--- config.mk ---
export PLATFORM = sky130hd
export DESIGN_NAME = multi_seq_nbit
export DESIGN_NICKNAME = d
export VERILOG_FILES = /design/src/rtl/multi_seq_nbit.sv
export SDC_FILE = /design/constraint.sdc
export NUM_CORES = 1
export LEC_CHECK = 0
export ABC_AREA = 1
export BUFFER_PORTS_ARGS = -buffer_cell sky130_fd_sc_hd__buf_2
export CAP_MARGIN = 20
export CORE_ASPECT_RATIO = 0.75
export CORE_MARGIN = 2
export CORE_UTILIZATION = 45
export CTS_CLUSTER_DIAMETER = 60
export DETAILED_ROUTE_END_ITERATION = 10
export PLACE_DENSITY_LB_ADDON = 0.25
export SYNTH_ARGS = -nofsm -noshare
export SYNTH_HDL_FRONTEND = slang
export SYNTH_SLANG_ARGS = --single-unit
--- constraint.sdc ---
create_clock -name clk -period 4.5 [get_ports clk]
set_input_delay 0.9 -clock clk [delete_from_list [all_inputs] [get_ports clk]]
set_output_delay 0.9 -clock clk [all_outputs]
set_load 0.01 [all_outputs]
--- src/rtl/multi_seq_nbit.sv ---
// Sequential shift-add unsigned multiplier, RADIX_BITS multiplier bits per RUN cycle, valid/ready on both sides.
// Optional MULT_EARLY_EXIT_EN: finish as soon as the remaining multiplier bits are all zero.
module multi_seq_nbit #(
  parameter int WIDTH      = 16,
  parameter int RADIX_BITS = 1
) (
  input  logic                 clk,
  input  logic                 rst,
  input  logic                 in_valid,
  output logic                 in_ready,
  input  logic [WIDTH-1:0]     A,
  input  logic [WIDTH-1:0]     B,
  output logic                 out_valid,
  input  logic                 out_ready,
  output logic [2*WIDTH-1:0]   product,
  output logic                 busy
);

  localparam int STEPS = WIDTH / RADIX_BITS;
  localparam int SW    = $clog2(STEPS + 1);
  localparam int PW    = 2 * WIDTH;

  generate
    if (WIDTH < 2 || RADIX_BITS < 1 || (WIDTH % RADIX_BITS) != 0) begin : g_bad_param
      $error("multi_seq_nbit: RADIX_BITS must divide WIDTH and WIDTH must be >= 2");
    end
  endgenerate

  // state | meaning: IDLE accept operands | RUN shift-add one chunk per edge | DONE hold product until taken
  typedef enum logic [1:0] {IDLE, RUN, DONE} state_t;

  state_t          state_q, state_d;
  logic [PW-1:0]   a_sh_q, a_sh_d;
  logic [PW-1:0]   acc_q, acc_d;
  logic [PW-1:0]   product_q, product_d;
  logic [WIDTH-1:0] b_sh_q, b_sh_d;
  logic [SW-1:0]   step_q, step_d;
  logic [PW-1:0]   chunk;
  logic [PW-1:0]   acc_sum;
  logic [WIDTH-1:0] b_next;
  logic            last_step;

  always_comb begin
    chunk                   = '0;
    chunk[RADIX_BITS-1:0]   = b_sh_q[RADIX_BITS-1:0];
    acc_sum                 = acc_q + a_sh_q * chunk;
    b_next                  = b_sh_q >> RADIX_BITS;
`ifdef MULT_EARLY_EXIT_EN
    last_step = (step_q == SW'(STEPS - 1)) || (b_next == '0);
`else
    last_step = (step_q == SW'(STEPS - 1));
`endif

    state_d   = state_q;
    a_sh_d    = a_sh_q;
    b_sh_d    = b_sh_q;
    acc_d     = acc_q;
    step_d    = step_q;
    product_d = product_q;

    case (state_q)
      IDLE: begin
        if (in_valid) begin
          a_sh_d  = {{WIDTH{1'b0}}, A};
          b_sh_d  = B;
          acc_d   = '0;
          step_d  = '0;
          state_d = RUN;
        end
      end
      RUN: begin
        a_sh_d = a_sh_q << RADIX_BITS;
        b_sh_d = b_next;
        acc_d  = acc_sum;
        step_d = step_q + SW'(1);
        if (last_step) begin
          product_d = acc_sum;
          state_d   = DONE;
        end
      end
      DONE: begin
        if (out_ready) state_d = IDLE;
      end
      default: state_d = IDLE;
    endcase
  end

  always_ff @(posedge clk) begin
    if (rst) begin
      state_q   <= IDLE;
      a_sh_q    <= '0;
      b_sh_q    <= '0;
      acc_q     <= '0;
      step_q    <= '0;
      product_q <= '0;
    end else begin
      state_q   <= state_d;
      a_sh_q    <= a_sh_d;
      b_sh_q    <= b_sh_d;
      acc_q     <= acc_d;
      step_q    <= step_d;
      product_q <= product_d;
    end
  end

  assign in_ready  = (state_q == IDLE);
  assign out_valid = (state_q == DONE);
  assign busy      = (state_q != IDLE);
  assign product   = product_q;

endmodule
==> metrics, run 1 <==
power density over the cells ~310 nW/µm²; Top delay family on crit path simple AND/OR/NAND/NOR gates; biggest cell delay along the critical path around 0.48 ns; total gr overflow 0; number of top-level pins 71; via count of the routed design 6858; initial core utilization a little under half; Total Power Consumption roughly 2.6 mW; final-report setup violation count 0; total of warnings raised by yosys 0; critical path arrival between 2 and 3 ns; synthesized area per cell 6.27 µm²; Sw Share 26.3%; area of all placed cells without fillers between 8000 and 9000 µm²; Rows 40; data required time of the worst path around 4.9 ns; die extent in x between 150 and 200 µm; post-CTS setup buffer count 0; global-route wire length before repair between 30000 and 40000 µm; hold path start product[22]$_SDFFE_PP0P_; cell at the root of the clock tree clkbuf_16; total of buffers placed on input and output ports 70; overall die area ~17000 µm²; NetSw 0.676 mW; average via count per standard cell about 4.8; critical path's most frequent cell nand2_1; library cell occupying the most area in the post-synthesis netlist dfxtp_1; clock net sink count around 120; share of layout cells above drive strength 1 approximately 11%; Fillers 1677; maximum clock frequency 0.393 GHz; Sum Neg Setup Slack 0 ns; main area contributors after synthesis dfxtp_1, nand2_1, inv_1; WL/cell 13.1 µm; final RePlAce weighted congestion 0.950; worst-path cell with the longest stage delay fa_1; routed wire length about 19000 µm; number of nets with antenna violations after detailed routing 0; most frequent cells after synthesis nand2_1, inv_1, dfxtp_1; Reg-to-Reg Start b_sh_q[0]$_SDFFE_PP0P_; worst relative slew slack a little under two fifths; count of flip-flops with a built-in enable after synthesis 0; synthesized netlist cell count ~1100; final count of hold timing violations 0; starting DRC count in detailed routing 540; fin. max-slew vios 0; endpoint of the worst hold-timing path product[22]$_SDFFE_PP0P_; clock power share 50.8%; proportion of synthesized chip area in sequential cells between 30% and 40%; kind of end point of the critical path register; unrepaired setup endpoints after global routing no; post-place instance area between 7000 and 8000 µm²; CP cell instances buf_16, nand2_1, inv_1, ha_1, fa_1, nand3_1, nand3_1, nand2_1, nand2_1, nand2_1, nand2_2, xor2_1, nand2_1, a21oi_1; worst hold-check path type register to register; register-to-register path setup slack around 2.0 ns; antenna violations before repair 0; buffers plus inverters on the worst setup path 2; Placeable Area approximately 16000 µm²; number of distinct library cells after synthesis 34; IR drop worst, VDD 0.258 mV; die span in y about 110 µm; destination of the worst register-to-register timing path acc_q[16]$_SDFFE_PP0P_; most frequent cell after synthesis nand2_1; total nets after synthesis ~1200; Max-Cap Viols 0; TritonCTS clock tree done; diodes inserted 0; worst clock skew approximately 0.0083 ns; TritonCTS buffer count 17; part of the cycle the worst path needs 56.6%; Critical Path Source Type register; maximum buffer depth of the clock tree 2; drt drc 0; critical path start-end classification register to register; count of hold-fix buffers inserted at cts 0; Max Fanout on Critical Path 30; leakage power total 4.55 nW; number of instances resized during post-cts repair 0; fraction of power consumed by sequential logic a little over two fifths; number of global-route vias before repair 6275; maximum number of pins on one net before global-route repair 84; area of the multi-input gates between 3000 and 4000 µm²; synth-to-layout area growth 14.4%; Seq cells post-synth between 100 and 150; result of the run complete, no violations; top cell type's share of synthesized area between 30% and 40%; Slew @ Worst Pin ~0.94 ns; internal power summed over all cells between 1.5 and 2 mW; Hold Path Stages 2; total number of nets in the final design ~1300; most instantiated flip-flop cell in the synthesis netlist dfxtp_1; combinational group share of total power 6.5%; Hold Worst Slack around 0.46 ns; time the worst path needs with I/O delays and setup ~2.5 ns; GRT Overall Usage 23.2%; CTS HTree Levels 4; Clk Latency, worst-skew pair 0.43 ns; Storage cell area about 2400 µm²; length of the first detailed-routing pass in iterations 5; async set-reset flop share out of synthesis 0%; Detailed Place HPWL between 10000 and 15000 µm; post-synthesis instance area 7200 µm²; clock-pin slew on the worst setup and hold paths roughly 0.060 ns; Worst Reg-to-Reg Cells 14
## through the flow
| stage | util (%) | worst slack, ns | std cells |
|---|---|---|---|
| 3_5_place_dp | 48.3 | 1.59 | 1389 |
| 5_1_grt | 52.0 | 1.69 | 1422 |
| 6_report | 52.0 | 1.95 | 1422 |
| 3_3_place_gp | 48.3 | 1.68 | 1389 |
| 2_1_floorplan | - | 2.27 | 1147 |
| 4_1_cts | 51.9 | 1.54 | 1421 |
## worst register-to-register path: stages, from the launching register on
cell and delay (ns):
dfxtp_1 0.37, buf_16 0.19, nand2_1 0.07, inv_1 0.04
ha_1 0.22, fa_1 0.48, nand3_1 0.12, nand3_1 0.13
nand2_1 0.10, nand2_1 0.09, nand2_1 0.09, nand2_2 0.06
xor2_1 0.30, nand2_1 0.09, a21oi_1 0.12
## state kept, by name, indices dropped and copies added, names as in the netlist
signal and count:
a_sh_q 32, acc_q 32, b_sh_q 16, product 32, state_q 2, step_q 5
## cell usage in the layout, fill, tap and decap left out, types with 5 or more instances in the layout
master	count
inv_1	191
dfxtp_1	119
a22oi_1	17
clkbuf_16	17
o21ai_1	5
nor2_1	39
nand3b_1	5
a31oi_1	13
nand2_1	469
nand2_2	12
a21oi_1	87
a21o_1	5
xor2_1	15
buf_2	70
ha_1	33
nand3_1	34
o21ai_0	10
o21bai_1	11
o21a_1	9
nand3_2	6
## worst max path at each step
stage / endpoint / depth (start not counted) / start / slack [ns]
3_5_place_dp: product[24]$_SDFFE_PP0P_ / 17 / b_sh_q[0]$_SDFFE_PP0P_ / 1.59
4_1_cts: product[24]$_SDFFE_PP0P_ / 17 / b_sh_q[0]$_SDFFE_PP0P_ / 1.54
6_report: acc_q[16]$_SDFFE_PP0P_ / 14 / b_sh_q[0]$_SDFFE_PP0P_ / 1.95
2_1_floorplan: product[24]$_SDFFE_PP0P_ / 18 / b_sh_q[0]$_SDFFE_PP0P_ / 2.27
3_3_place_gp: step_q[2]$_SDFFE_PP0P_ / 7 / in_valid / 1.68
5_1_grt: acc_q[24]$_SDFFE_PP0P_ / 16 / b_sh_q[0]$_SDFFE_PP0P_ / 1.69
## kinds of logic (layout without fill, tap and decap cells)
group                      after synthesis  count (layout)  synth area share [%]
DFF                                    119             119                  33.1
AOI/OAI and AO/OA                      159             159                  12.8
xor gates and xnor gates                16              16                  2.05
and+or+nand+nor                        581             581                  32.8
adders and majority gates               34              34                  6.02
buffers and inverters                  238             303                  13.1
## layout make-up
class	count	area share, %
Inverter	195	8.89
Clock inverter	13	1.51
Tap cell	210	3.19
Sequential cell	119	28.9
Clock buffer	19	5.26
Timing Repair Buffer	76	5.20
Multi-Input combinational cell	790	47.0
## power groups by stage
stage / registers [mW] / logic (mW) / clock network [mW]
after floorplan: 1.11 / 0.126 / 0
after global placement: 1.12 / 0.159 / 0
after detailed placement: 1.12 / 0.159 / 0
after CTS: 1.10 / 0.160 / 1.32
after global routing: 1.10 / 0.190 / 1.37
final: 1.10 / 0.168 / 1.31
## metal layers
layer	track usage [%]	share of wire (%)	up-vias
li1	-	-	3636
met1	36.2	54	3025
met2	31.6	39	176
met3	5.60	6.1	21
met4	5.97	1.3	0
met5	0	0	-
No activity file was read; power rests on OpenSTA's default activity.
==> run 2: changes to the inputs <==
Clock period 4.5 ns to 2.1 ns, I/O delays scaled along.
==> run 2 against run 1 <==
Against the previous run:
- the run now ends with negative setup slack left
- total power is 130% higher
- cell area is 14% higher
- core utilization is 7.4 points higher
- critical path type unchanged
- non-clock buffer count is 58 higher
- first-iteration DRC count is 11% lower
- setup slack worse by 2.0 ns
- register-to-register slack worse by 2.0 ns
- clock skew is 0.00080 ns lower
- critical path depth is 2 higher
- sequential cell count stayed put
==> metrics, run 2 (same netlist as run 1, synthesis figures left out) <==
maximum buffer depth of the clock tree 2 (unchanged); number of nets with antenna violations after detailed routing 0 (unchanged); total of buffers placed on input and output ports 70 (unchanged); share of layout cells above drive strength 1 25.4% (was 11.4%); CTS HTree Levels 4 (unchanged); Critical Path Source Type register (unchanged); worst relative slew slack 56.4% (was 37.0%); critical path start-end classification register to register (unchanged); final-report setup violation count 11 (was 0); leakage power total 4.85 nW (was 4.55 nW); internal power summed over all cells 4.49 mW (was 1.89 mW); TritonCTS buffer count 17 (unchanged); violated checks negative setup slack; clock power share 53.4% (was 50.8%); TritonCTS clock tree done (unchanged); maximum number of pins on one net before global-route repair 57 (was 84); post-layout util 59.5% (was 52.0%); critical path arrival 2.48 ns (was 2.90 ns); total number of nets in the final design 1327 (was 1269); Max-Cap Viols 0 (unchanged); GRT Overall Usage 24.3% (was 23.2%); clock-pin slew on the worst setup and hold paths 0.06 ns (about the same); final count of hold timing violations 0 (unchanged); NetSw 1.46 mW (was 0.676 mW); final RePlAce weighted congestion 0.932 (was 0.950); maximum clock frequency 0.465 GHz (was 0.393 GHz); time the worst path needs with I/O delays and setup 2.15 ns (was 2.55 ns); data required time of the worst path 2.43 ns (was 4.86 ns); Clk Latency, worst-skew pair 0.43 ns (about the same); die extent in x 150 µm (unchanged); starting DRC count in detailed routing 481 (was 540); average via count per standard cell 4.87 (was 4.82); number of top-level pins 71 (unchanged); worst hold-check path type primary input to register (was register to register); part of the cycle the worst path needs 102% (was 56.6%); Placeable Area 15800 µm² (unchanged); total gr overflow 0 (unchanged); worst clock skew 0.00751 ns (was 0.00830 ns); Hold Worst Slack 0.243 ns (was 0.462 ns); overall die area 17000 µm² (unchanged); unrepaired setup endpoints after global routing yes (was no); leading cell types in the layout, fill and taps excluded nand2_1, inv_1, dfxtp_1 (unchanged); initial core utilization 45.5% (unchanged); drt drc 0 (unchanged); post-placement worst setup slack -0.165 ns (was 1.59 ns); kind of end point of the critical path register (unchanged); setup slack after layout -0.0492 ns (was 1.95 ns); result of the run finished with violations (was complete, no violations); count of hold-fix buffers inserted at cts 0 (unchanged); Detailed Place HPWL 14200 µm (was 13400 µm); Slew @ Worst Pin 0.654 ns (was 0.943 ns); Sw Share 24.5% (was 26.3%); synth-to-layout area growth 30.7% (was 14.4%); die span in y 114 µm (unchanged); diodes inserted 0 (unchanged); fraction of power consumed by sequential logic 39.5% (was 42.6%); Rows 40 (unchanged); global-route wire length before repair 32500 µm (was 31500 µm); fin. max-slew vios 0 (unchanged); clock net sink count 119 (unchanged); cell at the root of the clock tree clkbuf_16 (unchanged); antenna violations before repair 0 (unchanged); power density over the cells 632 nW/µm² (was 312 nW/µm²); Fillers 1476 (was 1677); routed wire length 20500 µm (was 18600 µm); combinational group share of total power 7.1% (was 6.5%); WL/cell 13.9 µm (was 13.1 µm); Max Fanout on Critical Path 9 (was 30); leading cell type in the layout, fill and taps excluded nand2_1 (unchanged); IR drop worst, VDD 0.557 mV (was 0.258 mV); number of global-route vias before repair 6567 (was 6275); length of the first detailed-routing pass in iterations 6 (was 5); via count of the routed design 7209 (was 6858)
## run 2: metal layers
layer	GRT usage [%]	part of all wire, %	routed length [µm]
met3	6.56	6.8	1390
met2	34.9	41	8450
met5	0	0	0
met1	35.9	51	10500
met4	5.97	1.2	238
## run 2: worst paths after layout
check                                             start                       end  slack (ns)  cells after the start
worst max-delay path             b_sh_q[0]$_SDFFE_PP0P_  product[24]$_SDFFE_PP0P_       -0.05                     16
worst min-delay path                              B[15]   b_sh_q[15]$_SDFFE_PP0P_        0.24                      3
worst max register to register   b_sh_q[0]$_SDFFE_PP0P_  product[24]$_SDFFE_PP0P_       -0.05                     16
worst min register to register  product[0]$_SDFFE_PP0P_   product[0]$_SDFFE_PP0P_        0.46                      2
## run 2: power by group through the flow
stage | logic [mW] | clock network [mW] | registers, mW
floorplan | 0.273 | 0 | 2.38
global route | 0.467 | 3.31 | 2.35
finish | 0.421 | 3.17 | 2.35
global placement | 0.393 | 0 | 2.39
detailed placement | 0.393 | 0 | 2.39
CTS | 0.409 | 3.20 | 2.35
## run 2: what timing repair did
item	in CTS	in global routing
buffers inserted	1	1
gates cloned	1	0
endpoints found under the setup margin	38	47
resized for setup	50	98
pin swaps	8	11
## run 2: stage by stage
stage               cell area [µm²]  power (mW)  instances  TNS (ns)
CTS                            8990        5.95       1478   -0.0396
global placement               8080        2.79       1445     -1.95
floorplan                      7220        2.65       1147         0
detailed placement             8080        2.79       1445     -2.37
global route                   9410        6.13       1479     -4.59
finish                         9410        5.94       1479    -0.213
## run 2: critical path: stages, from the launching register on
cell and delay, ns:
dfxtp_4 0.37, buf_6 0.15, nand2_1 0.07, inv_1 0.05
ha_2 0.38, nand2_2 0.11, nor2_2 0.16, and2_1 0.14
nand2_1 0.06, nand2_2 0.10, nand2_1 0.11, nand2_1 0.08
nand2_1 0.07, nand2_1 0.06, nand2_1 0.05, nand2_1 0.06
inv_1 0.03
## run 2: layout make-up
class / instances / area [µm²] / share of cell area, %
Multi-Input combinational cell: 790 / 4530 / 48.1
Sequential cell: 119 / 2390 / 25.4
Timing Repair Buffer: 134 / 866 / 9.20
Inverter: 195 / 732 / 7.78
Clock buffer: 18 / 439 / 4.67
Tap cell: 210 / 263 / 2.79
Clock inverter: 13 / 194 / 2.06
==> run 3: changes to the inputs <==
--- a/config.mk
+++ b/config.mk
@@ -15,2 +15,3 @@
 export DETAILED_ROUTE_END_ITERATION = 10
+export MAX_ROUTING_LAYER = met4
 export PLACE_DENSITY_LB_ADDON = 0.25
==> constraint.sdc (replaced) <==
create_clock -name clk -period 2.1 [get_ports clk]
set_input_delay 0.105 -clock clk [delete_from_list [all_inputs] [get_ports clk]]
set_output_delay 0.105 -clock clk [all_outputs]
set_load 0.01 [all_outputs]
==> run 3 against run 2 <==
Against the previous run:
- the flow still finishes with violations (negative setup slack)
- final cell count rose by 2.4%
- cell area is 6.6% higher
- hold slack worse by 0.23 ns
- core utilization rose by 3.9 points
- register-to-register slack better by 0.05 ns
- routed wire length increased by 3.7%
- count of clock-buffer cells in the layout unchanged
- via count rose by 2.5%
- global-route usage is 1.2 points higher
- largest cell class unchanged
==> metrics, run 3 (same netlist as run 1, synthesis figures left out) <==
result of the run finished with violations (unchanged); violated checks negative setup slack (unchanged); Hold Worst Slack 0.0126 ns (was 0.243 ns); number of nets with antenna violations after detailed routing 0 (unchanged); die extent in x 150 µm (unchanged); Max Fanout on Critical Path 14 (was 9); worst-path cell with the longest stage delay dfxtp_4 (was ha_2); TritonCTS buffer count 17 (unchanged); Sw Share 26.4% (was 24.5%); total gr overflow 0 (unchanged); Max-Cap Viols 0 (unchanged); IR drop worst, VDD 0.536 mV (was 0.557 mV); routed wire length 21300 µm (was 20500 µm); cell at the root of the clock tree clkbuf_16 (unchanged); worst relative slew slack 71.7% (was 56.4%); # placed instances 1443 (was 1445); final RePlAce weighted congestion 0.918 (was 0.932); average via count per standard cell 4.88 (was 4.87); GRT Overall Usage 25.5% (was 24.3%); diodes inserted 0 (unchanged); synth-to-layout area growth 39.3% (was 30.7%); Clk Latency, worst-skew pair 0.44 ns (was 0.43 ns); maximum clock frequency 0.476 GHz (was 0.465 GHz); number of global-route vias before repair 6624 (was 6567); critical path arrival 2.44 ns (was 2.48 ns); number of top-level pins 71 (unchanged); WL/cell 14.1 µm (was 13.9 µm); Final Instance Count excl. Fillers 1515 (was 1479); CTS HTree Levels 4 (unchanged); internal power summed over all cells 4.32 mW (was 4.49 mW); die span in y 114 µm (unchanged); drt drc 0 (unchanged); critical path start-end classification register to register (unchanged); data required time of the worst path 2.44 ns (was 2.43 ns); worst hold-check path type primary input to register (unchanged); part of the cycle the worst path needs 100% (was 102%); buffers plus inverters on the worst setup path 3 (unchanged); length of the first detailed-routing pass in iterations 6 (unchanged); final count of hold timing violations 0 (unchanged); Detailed Place HPWL 14100 µm (was 14200 µm); combinational group share of total power 8.4% (was 7.1%); antenna violations before repair 0 (unchanged); clock net sink count 119 (unchanged); leakage power total 5.22 nW (was 4.85 nW); fraction of power consumed by sequential logic 40.0% (was 39.5%); maximum number of pins on one net before global-route repair 84 (was 57); global-route wire length before repair 33000 µm (was 32500 µm); worst clock skew 0.0115 ns (was 0.00751 ns); kind of end point of the critical path register (unchanged); leading cell types in the layout, fill and taps excluded nand2_1, inv_1, dfxtp_1 (unchanged); clock power share 51.6% (was 53.4%); share of layout cells above drive strength 1 28.7% (was 25.4%); critical path's most frequent cell nand2_1 (unchanged); Critical Path Source Type register (unchanged); final-report setup violation count 1 (was 11); power density over the cells 585 nW/µm² (was 632 nW/µm²); starting DRC count in detailed routing 456 (was 481); Sum Neg Setup Slack -0.00137 ns (was -0.213 ns); unrepaired setup endpoints after global routing yes (unchanged); total of buffers placed on input and output ports 70 (unchanged); Placeable Area 15800 µm² (unchanged); via count of the routed design 7387 (was 7209); NetSw 1.55 mW (was 1.46 mW); fin. max-slew vios 0 (unchanged); Top delay family on crit path simple AND/OR/NAND/NOR gates (unchanged); total number of nets in the final design 1362 (was 1327); initial core utilization 45.5% (unchanged); CP cell instances buf_12, nand2_1, inv_1, ha_4, nand2_4, nor2_1, nand2_1, nor2_2, nand2_4, nand2_1, nand2_1, nand2_1, nand2_1, nand2_1, inv_1 (was buf_6, nand2_1, inv_1, ha_2, nand2_2, nor2_2, and2_1, nand2_1, nand2_2, nand2_1, nand2_1, nand2_1, nand2_1, nand2_1, nand2_1, inv_1); leading cell type in the layout, fill and taps excluded nand2_1 (unchanged); setup slack after layout -0.00137 ns (was -0.0492 ns); overall die area 17000 µm² (unchanged); time the worst path needs with I/O delays and setup 2.10 ns (was 2.15 ns); Slew @ Worst Pin 0.425 ns (was 0.654 ns); Rows 40 (unchanged); TritonCTS clock tree done (unchanged); clock-pin slew on the worst setup and hold paths 0.06 ns (about the same); biggest cell delay along the critical path 0.38 ns (about the same); maximum buffer depth of the clock tree 2 (unchanged)
-- run 3: final cells by class --
cell class              instances  area (µm²)
flip-flops and latches        119        2390
clock buffers                  18         439
fillers                      1418        5790
well taps                     210         263
clock inverters                14         163
repair buffers                169        1260
inverters                     195         737
multi-input cells             790        4780
-- run 3: repair_timing --
action | 4_1_cts | 5_1_grt
setup buffers | 0 | 7
pin swaps | 3 | 56
gates resized for setup | 41 | 176
hold buffers | 33 | 0
endpoints found under the setup margin | 40 | 52
endpoints found under the hold margin | 33 | 0
-- run 3: power groups by stage --
stage / clock [mW] / combinational (mW) / sequential [mW]
after floorplan: 0 / 0.273 / 2.38
after global placement: 0 / 0.399 / 2.39
after detailed placement: 0 / 0.402 / 2.39
after CTS: 3.04 / 0.460 / 2.34
after global routing: 3.16 / 0.539 / 2.35
final: 3.03 / 0.492 / 2.35
-- run 3: through the flow --
stage                     total power, mW  worst slack (ns)  util [%]  cell area, µm²
after detailed placement             2.79            -0.183      51.2            8100
after CTS                            5.84          -0.00470      58.7            9290
after global placement               2.79            -0.155      51.2            8100
after global routing                 6.05            -0.142      63.4           10000
after floorplan                      2.65            0.0326         -            7220
final                                5.87          -0.00137      63.4           10000
-- run 3: path summary, 6_finish.rpt --
kind                                              from  slack, ns  cells after the start                  endpoint
worst min register to register  step_q[4]$_SDFFE_PP0P_       0.46                      2    step_q[4]$_SDFFE_PP0P_
worst max register to register  b_sh_q[0]$_SDFFE_PP0P_     -0.001                     15  product[29]$_SDFFE_PP0P_
worst min-delay path                          in_valid       0.01                      3   state_q[0]$_SDFFE_PP0P_
worst max-delay path            b_sh_q[0]$_SDFFE_PP0P_     -0.001                     15  product[29]$_SDFFE_PP0P_
-- run 3: worst reg2reg max path, delay by kind of cell, from the launching register on --
family | cells | cell delay [ns]
buffers and inverters | 3 | 0.25
adder cells (fa/ha/maj) | 1 | 0.32
flip-flops | 1 | 0.38
AND/OR/NAND/NOR | 11 | 1.06
-- run 3: routing by layer --
metal | vias up | global-route usage, % | part of all wire (%)
li1 | 3817 | - | -
met1 | 3384 | 36.6 | 50
met2 | 167 | 36.0 | 44
met3 | 19 | 5.00 | 5.2
met4 | 0 | 7.92 | 1.2
met5 | - | - | 0
